<file path="config.mk">
export PLATFORM = sky130hd
export DESIGN_NAME = key_search_controller_flat
export DESIGN_NICKNAME = d
export VERILOG_FILES = /design/src/rtl/key_search_controller_pkg.sv /design/src/rtl/key_search_controller_if.sv /design/src/rtl/key_search_controller.sv /design/src/flat_wrapper.sv
export SDC_FILE = /design/constraint.sdc
export NUM_CORES = 1
export LEC_CHECK = 0
export CORE_MARGIN = 3
export CORE_UTILIZATION = 51
export CTS_CLUSTER_SIZE = 16
export DETAILED_ROUTE_END_ITERATION = 10
export PLACE_DENSITY = 0.87
export SLEW_MARGIN = 20
export SYNTH_ARGS = -nofsm -noshare
export SYNTH_HDL_FRONTEND = slang
export SYNTH_SLANG_ARGS = --single-unit
export TNS_END_PERCENT = 5
</file>
<file path="constraint.sdc">
create_clock -name clk -period 4.7 [get_ports clk]
set_input_delay 0.47 -clock clk [delete_from_list [all_inputs] [get_ports clk]]
set_output_delay 0.47 -clock clk [all_outputs]
set_load 0.02 [all_outputs]
</file>
<file path="src/rtl/key_search_controller_pkg.sv">
// Shared types and helpers for the RC4 key search controller.
package key_search_pkg;

  typedef enum logic [3:0] {
    IDLE      = 4'd0,
    START_DP  = 4'd1,
    WAIT_DP   = 4'd2,
    ACK_DP    = 4'd3,
    WAIT_DROP = 4'd4,
    CHK_ADDR  = 4'd5,
    CHK_WAIT  = 4'd6,
    CHK_DATA  = 4'd7,
    NEXT_KEY  = 4'd8,
    FOUND     = 4'd9,
    FAILED    = 4'd10
  } ks_state_t;

  localparam logic [7:0] CHAR_LO    = 8'h61;
  localparam logic [7:0] CHAR_HI    = 8'h7A;
  localparam logic [7:0] CHAR_SPACE = 8'h20;

  // A plaintext byte is acceptable if it is a lowercase letter or a space.
  function automatic logic is_valid_char(input logic [7:0] b);
    return ((b >= CHAR_LO) && (b <= CHAR_HI)) || (b == CHAR_SPACE);
  endfunction

endpackage

</file>
<file path="src/rtl/key_search_controller_if.sv">
// Datapath handshake and D-memory read port between controller and datapath.
// Handshake: datapath_start is a one-cycle pulse that launches a pass while
// input_key is stable; datapath_done is a level held by the datapath until
// the controller returns a one-cycle datapath_done_ack; the controller then
// waits for datapath_done to fall before reading D memory (1-cycle latency).
interface key_search_if #(
  parameter int KEY_WIDTH = 10
);
  logic                 datapath_start;
  logic [KEY_WIDTH-1:0] input_key;
  logic                 datapath_done;
  logic                 datapath_done_ack;
  logic [7:0]           d_mem_rd_addr;
  logic [7:0]           d_mem_rd_data;

  modport master (
    output datapath_start,
    output input_key,
    input  datapath_done,
    output datapath_done_ack,
    output d_mem_rd_addr,
    input  d_mem_rd_data
  );

  modport slave (
    input  datapath_start,
    input  input_key,
    output datapath_done,
    input  datapath_done_ack,
    input  d_mem_rd_addr,
    output d_mem_rd_data
  );
endinterface

</file>
<file path="src/rtl/key_search_controller.sv">
// Steps the key from KEY_START to KEY_LAST, runs one datapath pass per key,
// then scans MSG_LEN decrypted bytes; stops on the first all-valid plaintext.
module key_search_controller
  import key_search_pkg::*;
#(
  parameter int KEY_WIDTH = 10,
  parameter int KEY_START = 0,
  parameter int KEY_LAST  = 2**KEY_WIDTH - 1,
  parameter int MSG_LEN   = 32
) (
  input  logic       clk,
  input  logic       reset_n,
  input  logic       search_start,
  key_search_if.master dp,
  output logic       busy,
  output logic       found,
  output logic       failed,
  output ks_state_t  state
);

  localparam int IDX_W = (MSG_LEN > 1) ? $clog2(MSG_LEN) : 1;

  ks_state_t  next_state;
  logic [IDX_W-1:0] idx;
  logic       char_ok;
  logic       last_byte;
  logic       last_key;

  assign char_ok   = is_valid_char(dp.d_mem_rd_data);
  assign last_byte = (idx == IDX_W'(MSG_LEN - 1));
  assign last_key  = (dp.input_key == KEY_WIDTH'(KEY_LAST));

  // State register plus the key counter, byte index and read address.
  always_ff @(posedge clk or negedge reset_n) begin
    if (!reset_n) begin
      state            <= IDLE;
      dp.input_key     <= KEY_WIDTH'(KEY_START);
      dp.d_mem_rd_addr <= 8'd0;
      idx              <= '0;
    end else begin
      state <= next_state;
      case (state)
        IDLE, FOUND, FAILED: if (search_start) dp.input_key <= KEY_WIDTH'(KEY_START);
        ACK_DP:   idx <= '0;
        CHK_ADDR: dp.d_mem_rd_addr <= 8'(idx);
        CHK_DATA: if (char_ok && !last_byte) idx <= idx + 1'b1;
        // KEY_LAST is tested before incrementing, so the key never wraps.
        NEXT_KEY: if (!last_key) dp.input_key <= dp.input_key + 1'b1;
        default: ;
      endcase
    end
  end

  // Next-state decode and state-derived pulse/status outputs.
  always_comb begin
    next_state           = state;
    dp.datapath_start    = 1'b0;
    dp.datapath_done_ack = 1'b0;
    busy                 = 1'b1;
    found                = 1'b0;
    failed               = 1'b0;
    case (state)
      IDLE: begin
        busy = 1'b0;
        if (search_start) next_state = START_DP;
      end
      START_DP: begin
        dp.datapath_start = 1'b1;
        next_state        = WAIT_DP;
      end
      WAIT_DP:   if (dp.datapath_done) next_state = ACK_DP;
      ACK_DP: begin
        dp.datapath_done_ack = 1'b1;
        next_state           = WAIT_DROP;
      end
      WAIT_DROP: if (!dp.datapath_done) next_state = CHK_ADDR;
      CHK_ADDR:  next_state = CHK_WAIT;
      CHK_WAIT:  next_state = CHK_DATA;
      CHK_DATA: begin
        if (!char_ok)       next_state = NEXT_KEY;
        else if (last_byte) next_state = FOUND;
        else                next_state = CHK_ADDR;
      end
      NEXT_KEY:  next_state = last_key ? FAILED : START_DP;
      FOUND: begin
        busy  = 1'b0;
        found = 1'b1;
        if (search_start) next_state = START_DP;
      end
      FAILED: begin
        busy   = 1'b0;
        failed = 1'b1;
        if (search_start) next_state = START_DP;
      end
      default: next_state = IDLE;
    endcase
  end

endmodule

</file>
<file path="src/flat_wrapper.sv">
// flat-port wrapper written by rule: the top's interface ports become plain ports
module key_search_controller_flat import key_search_pkg::*;
#(
  parameter int KEY_WIDTH = 10,
  parameter int KEY_START = 0,
  parameter int KEY_LAST  = 2**KEY_WIDTH - 1,
  parameter int MSG_LEN   = 32
)
  (clk, reset_n, search_start, busy, found, failed, state, dp_datapath_start, dp_input_key, dp_datapath_done, dp_datapath_done_ack, dp_d_mem_rd_addr, dp_d_mem_rd_data);
  key_search_if #(.KEY_WIDTH(KEY_WIDTH)) dp_i ();
  input  logic clk;
  input  logic reset_n;
  input  logic search_start;
  output logic busy;
  output logic found;
  output logic failed;
  output ks_state_t state;
  output wire logic [$bits(dp_i.datapath_start)-1:0] dp_datapath_start;
  output wire logic [$bits(dp_i.input_key)-1:0] dp_input_key;
  input wire logic [$bits(dp_i.datapath_done)-1:0] dp_datapath_done;
  output wire logic [$bits(dp_i.datapath_done_ack)-1:0] dp_datapath_done_ack;
  output wire logic [$bits(dp_i.d_mem_rd_addr)-1:0] dp_d_mem_rd_addr;
  input wire logic [$bits(dp_i.d_mem_rd_data)-1:0] dp_d_mem_rd_data;
  assign dp_datapath_start = dp_i.datapath_start;
  assign dp_input_key = dp_i.input_key;
  assign dp_i.datapath_done = dp_datapath_done;
  assign dp_datapath_done_ack = dp_i.datapath_done_ack;
  assign dp_d_mem_rd_addr = dp_i.d_mem_rd_addr;
  assign dp_i.d_mem_rd_data = dp_d_mem_rd_data;
  key_search_controller #(.KEY_WIDTH(KEY_WIDTH), .KEY_START(KEY_START), .KEY_LAST(KEY_LAST), .MSG_LEN(MSG_LEN)) u_core (.clk(clk), .reset_n(reset_n), .search_start(search_start), .dp(dp_i), .busy(busy), .found(found), .failed(failed), .state(state));
endmodule
</file>
======== Word-level counts from Yosys, hierarchy flattened ========
Index checks and enable logic that the tools add are counted.
storage, ports and cells
  register bits after elaboration ......... 24
  input port bits ......................... 12
  word-level logic and storage cells ...... 54
cells by class
  $add $sub $neg .......................... 2
  order comparisons ....................... 2
  eq/ne operators ......................... 18
  muxes and demuxes ....................... 17
  reduce and logical (&&, ||, !) cells .... 11
operators with widths
  kind                                                   count
  case mux 4 bit (9 select lines)                        1
  2-to-1 mux 4 bit                                       6
  2-to-1 mux 10 bit                                      2
  case mux 10 bit (2 select lines)                       1
  == test 4 x 3 -> 1 bit, second input constant          4
  == test 4 bit, second input constant                   3
  adder 10 x 1 -> 10 bit, second input constant          1
  == test 10 bit, second input constant                  1
  case mux 5 bit (2 select lines)                        1
  == test 4 x 2 -> 1 bit, second input constant          2
  == test 8 x 6 -> 1 bit, second input constant          1
  >= comparator 8 x 7 -> 1 bit, second input constant    1
  <= comparator 8 x 7 -> 1 bit, second input constant    1
  inequality test 2 bit, second input constant           3
  AND reduction 3 bit                                    2
  adder 5 x 1 -> 5 bit, second input constant            1
  == test 5 bit, second input constant                   1
  2-to-1 mux 1 bit                                       5
  2-to-1 mux 5 bit                                       1
  == test 4 x 1 -> 1 bit, second input constant          1
  logical NOT 4 bit                                      1
  inequality test 2 x 1 -> 1 bit, second input constant  2
  nonzero test 2 bit                                     2
  OR reduction 3 bit                                     1
  4 further kinds                                        5

======== Logic depth before layout (Yosys ltp) ========
  depth after elaboration ................. 6
  depth in mapped cells ................... 7
  depth with buffers taken out ............ 7

======== Least setup slack after synthesis ========
No wires, ideal clock.
  path type ............................... flip-flop to flip-flop
  start ................................... register u_core.idx[0]
  end ..................................... register u_core.idx[3]
  library setup time ...................... 0.079 ns
  arrival ................................. 1.994 ns
  slack ................................... 2.627 ns
  cell stages (with the launch flop) ...... 8
  path buffers ............................ 0
  period minus slack after synthesis ...... 2.073 ns
  cells stage by stage .................... dfrtp_1 ha_1 and3_1 ha_1 or3_1 or3_1 nor3_1 mux2i_1
on the way
  cells in the longest elaborated chain, start to end .. 5
  elaborated cells between the ends (all ways) .. 8
  those cells by class .................... add/sub: 1; eq/ne: 2; mux: 2; reduce/logical: 3
RTL lines
  item                                                                          line                         RTL
  from (decl)                                                                   key_search_controller.sv:24  logic [IDX_W-1:0] idx;
  from (signal assigned)                                                        key_search_controller.sv:46  CHK_DATA: if (char_ok && !last_byte) idx <= idx + 1'b1;
  parallel branches: the longest is 5 deep, another holds adder 5 x 1 -> 5 bit  -
Several ways; the timed one is not identified. The select of a mux whose other input is x is not followed.
A chain may end at the register's enable or synchronous reset.

======== Final worst setup path ========
  start ................................... register u_core.state[0]
  end ..................................... output port dp_datapath_done_ack
on the way
  cells in the longest elaborated chain, start to end .. 2
RTL lines
  item                    line                         RTL
  from (decl)             key_search_controller.sv:18  output ks_state_t state
  from (signal assigned)  key_search_controller.sv:41  state <= next_state;
  == test 4 x 2 -> 1 bit  key_search_controller.sv:62  case (state)
  2-to-1 mux 1 bit        key_search_controller.sv:62
  to (decl)               flat_wrapper.sv:21           output wire logic [$bits(dp_i.datapath_done_ack)-1:0] dp_datapath_done_ack;
No other way between the ends.

==> results.py <==
metrics = {
    "yosys": {
        "async_reset_ff_frac": 1.00,
        "ys_seq_elements": 24,
        "synth_edf_count": 0,
        "syn-instance-count": 148,
        "synthDistinctLibCells": 47,
        "ys.flop_type": "dfrtp_1",
        "syn_area_um2": 1450,
        "ys_seq_area_frac": 0.415,
        "yosysWarningCount": 0,
        "avgSynthCellArea_um2": 9.79,
    },
    "clock_tree": {
        "cts.clk_slew.worst_paths_ns": 0.13,
        "cts_tree": "built",
        "hold_buffers": 0,
        "cts_setup_buffers": 0,
        "htreeDepth": 1,
        "cts_sinks": 24,
        "cts_resized": 0,
        "root_buffer": "clkbuf_4",
        "numCtsBuffers": 3,
        "clk_path_buf_depth": 2,
        "clkLatencyLatePin_ns": 0.31,
    },
    "global_routing": {
        "globalRouteMet2Util": 0.307,
        "grt_pass1_vias": 1152,
        "grt_usage": 0.184,
        "gr-usage-met1": 0.236,
        "met3_usage": 0.0196,
        "grt.overflow.total": 0,
        "grt_busiest_layer": "met2",
        "grt_pass1_wl_um": 5040,
        "grt_max_degree": 25,
        "antenna_found_initial": 0,
    },
    "timing": {
        "clock.fmax_mhz": 371,
        "setup_viol": 0,
        "worstMarginPinSlew_ns": 0.671,
        "rsz0062_at_grt": "false",
        "slew-limit-headroom": 0.549,
        "period_share": 0.574,
        "slew_violations": 0,
        "final.min_clock_period_ns": 2.70,
        "tns_ns": 0,
        "hold_viol": 0,
        "skew_ns": 0.00492,
    },
    "worst_setup_path": {
        "critPathLaunchType": "flop",
        "crit_fanout": 13,
        "reg2reg_to": "u_core.idx[3]$_DFFE_PN0P_",
        "cp.required_ns": 4.23,
        "reg2reg_depth": 7,
        "worstPathArrival_ns": 2.23,
        "reg2reg_from": "u_core.idx[0]$_DFFE_PN0P_",
        "criticalPathCategory": "flop to primary output",
        "cp-end-kind": "primary output",
        "ff2ff_setup_slack_ns": 2.43,
    },
    "drt": {
        "via_per_inst": 5.73,
        "drt-initial-drc-count": 46,
        "wl_per_cell_um": 14.4,
        "wirelength_um": 3040,
        "vias": 1210,
        "drtAntennaViolNets": 0,
        "route.detailed.drc": 0,
        "firstDrtPassIters": 4,
    },
    "floorplanning": {
        "initial_core_util": 0.559,
        "core-area_um2": 2590,
        "die_h_um": 59.3,
        "placementRows": 18,
        "die-area_um2": 3520,
        "die_x_um": 59.3,
        "num_io_pins": 39,
    },
    "power": {
        "cellInternalPower_mw": 0.570,
        "sequentialPowerShare": 0.402,
        "power_frac_comb": 0.493,
        "ir_drop_v": 0.000427,
        "power.density_nw_per_um2": 556,
        "clockPowerShare": 0.106,
        "power.leakage_nw": 0.769,
        "p_sw_frac": 0.438,
        "power_switching_mw": 0.444,
    },
    "finish": {
        "regArea_um2": 601,
        "stdcell_count": 211,
        "fin_nets": 197,
        "multiInputGateArea_um2": 785,
        "layout_commonest_cell": "clkdlybuf4s50_1",
        "num_antenna_cells": 0,
        "final_layout_size_suffix_gt1_frac": 0.0994,
        "syn_to_final_growth_pct": 25.8,
        "nFillCells": 200,
        "final_cell_mix": "34 x clkdlybuf4s50_1, 24 x dfrtp_1, 14 x nor2_1, 13 x nand2_1, 7 x nor3_1",
    },
    "place": {
        "dp_hpwl_um": 2330,
        "dp_cells": 207,
        "port_buffers": 35,
        "place.gp.congestion": 0.798,
    },
    "hold_path": {
        "hold_path.class": "input pin to asynchronous set/reset pin",
    },
    "run": {
        "maxCapViolations": 0,
    },
    "outcome": {
        "run_status": "finished clean",
    },
}
[power by group through the flow]
| stage | sequential, mW | combinational (mW) | clock, mW |
|---|---|---|---|
| 2_1_floorplan | 0.424 | 0.286 | 0 |
| 3_3_place_gp | 0.398 | 0.491 | 0 |
| 3_5_place_dp | 0.409 | 0.500 | 0 |
| 4_1_cts | 0.405 | 0.503 | 0.110 |
| 5_1_grt | 0.426 | 0.542 | 0.120 |
| 6_report | 0.407 | 0.499 | 0.107 |
[worst max-delay path by stage]
stage / startpoint / endpoint / slack (ns) / cells after the start
after CTS: u_core.state[0]$_DFFE_PN0P_ / dp_datapath_done_ack / 2.01 / 4
after floorplan: u_core.idx[0]$_DFFE_PN0P_ / u_core.idx[3]$_DFFE_PN0P_ / 2.63 / 7
after global placement: dp_d_mem_rd_data[6] / u_core.state[0]$_DFFE_PN0P_ / 2.42 / 6
final: u_core.state[0]$_DFFE_PN0P_ / dp_datapath_done_ack / 2.00 / 4
after detailed placement: dp_d_mem_rd_data[6] / u_core.state[0]$_DFFE_PN0P_ / 2.36 / 6
after global routing: u_core.state[0]$_DFFE_PN0P_ / dp_datapath_done_ack / 1.85 / 4
[sequential cells by signal (all words and copies together) (netlist names)]
| name | flops |
|---|---|
| u_core.dp.d_mem_rd_addr | 5 |
| u_core.dp.input_key | 10 |
| u_core.idx | 5 |
| u_core.state | 4 |
[layout make-up]
cell class | count | area share
clock buffer | 4 | 0.0199
timing repair buffer | 35 | 0.189
sequential | 24 | 0.329
multi-input combinational | 113 | 0.430
inverter | 5 | 0.0103
tap | 30 | 0.0206
[stage by stage]
| stage | utilization | hold WS [ns] | power, mW | area, µm² | worst slack [ns] |
|---|---|---|---|---|---|
| 6_report | 0.704 | 0.109 | 1.01 | 1820 | 2.00 |
| 4_1_cts | 0.706 | 0.533 | 1.02 | 1830 | 2.01 |
| 3_3_place_gp | 0.692 | 0.490 | 0.889 | 1790 | 2.42 |
| 2_1_floorplan | - | 0.174 | 0.710 | 1460 | 2.63 |
| 5_1_grt | 0.704 | 0.124 | 1.09 | 1820 | 1.85 |
| 3_5_place_dp | 0.692 | 0.504 | 0.910 | 1790 | 2.36 |
[critical path, cell delays in order (launching register included)]
cell	delay [ns]
dfrtp_1	0.61
nand2_1	0.16
or3_1	0.43
inv_1	0.11
clkdlybuf4s50_1	0.60
[cell usage after synthesis (4+ instances only)]
library cell | count | area, µm²
nand2b_1 | 6 | 37.5
nor3_1 | 7 | 35.0
nor2_1 | 14 | 52.6
o21ai_0 | 4 | 20.0
nand3_1 | 4 | 20.0
inv_1 | 5 | 18.8
dfrtp_1 | 24 | 601
nand2_1 | 13 | 48.8
or3_1 | 4 | 25.0
mux2_2 | 5 | 56.3
nand4_1 | 5 | 31.3
xor2_1 | 6 | 52.6
[cells by family (layout without fill, tap and decap cells)]
family,after synthesis,in the layout,share of synthesized area
AND/OR/NAND/NOR,68,68,0.271
flip-flops,24,24,0.415
AO/OA/AOI/OAI,21,21,0.115
buffers and inverters,13,44,0.0492
XOR/XNOR,9,9,0.0544
multiplexers,9,9,0.0674
adder cells (fa/ha/maj),3,3,0.0259
other,1,3,0.00259
[per-layer routing]
metal	up-vias	wire (µm)
li1	588	-
met1	574	1370
met2	42	1440
met3	6	169
met4	0	59
met5	-	0
Note: power is estimated with default switching activity, not from simulation.
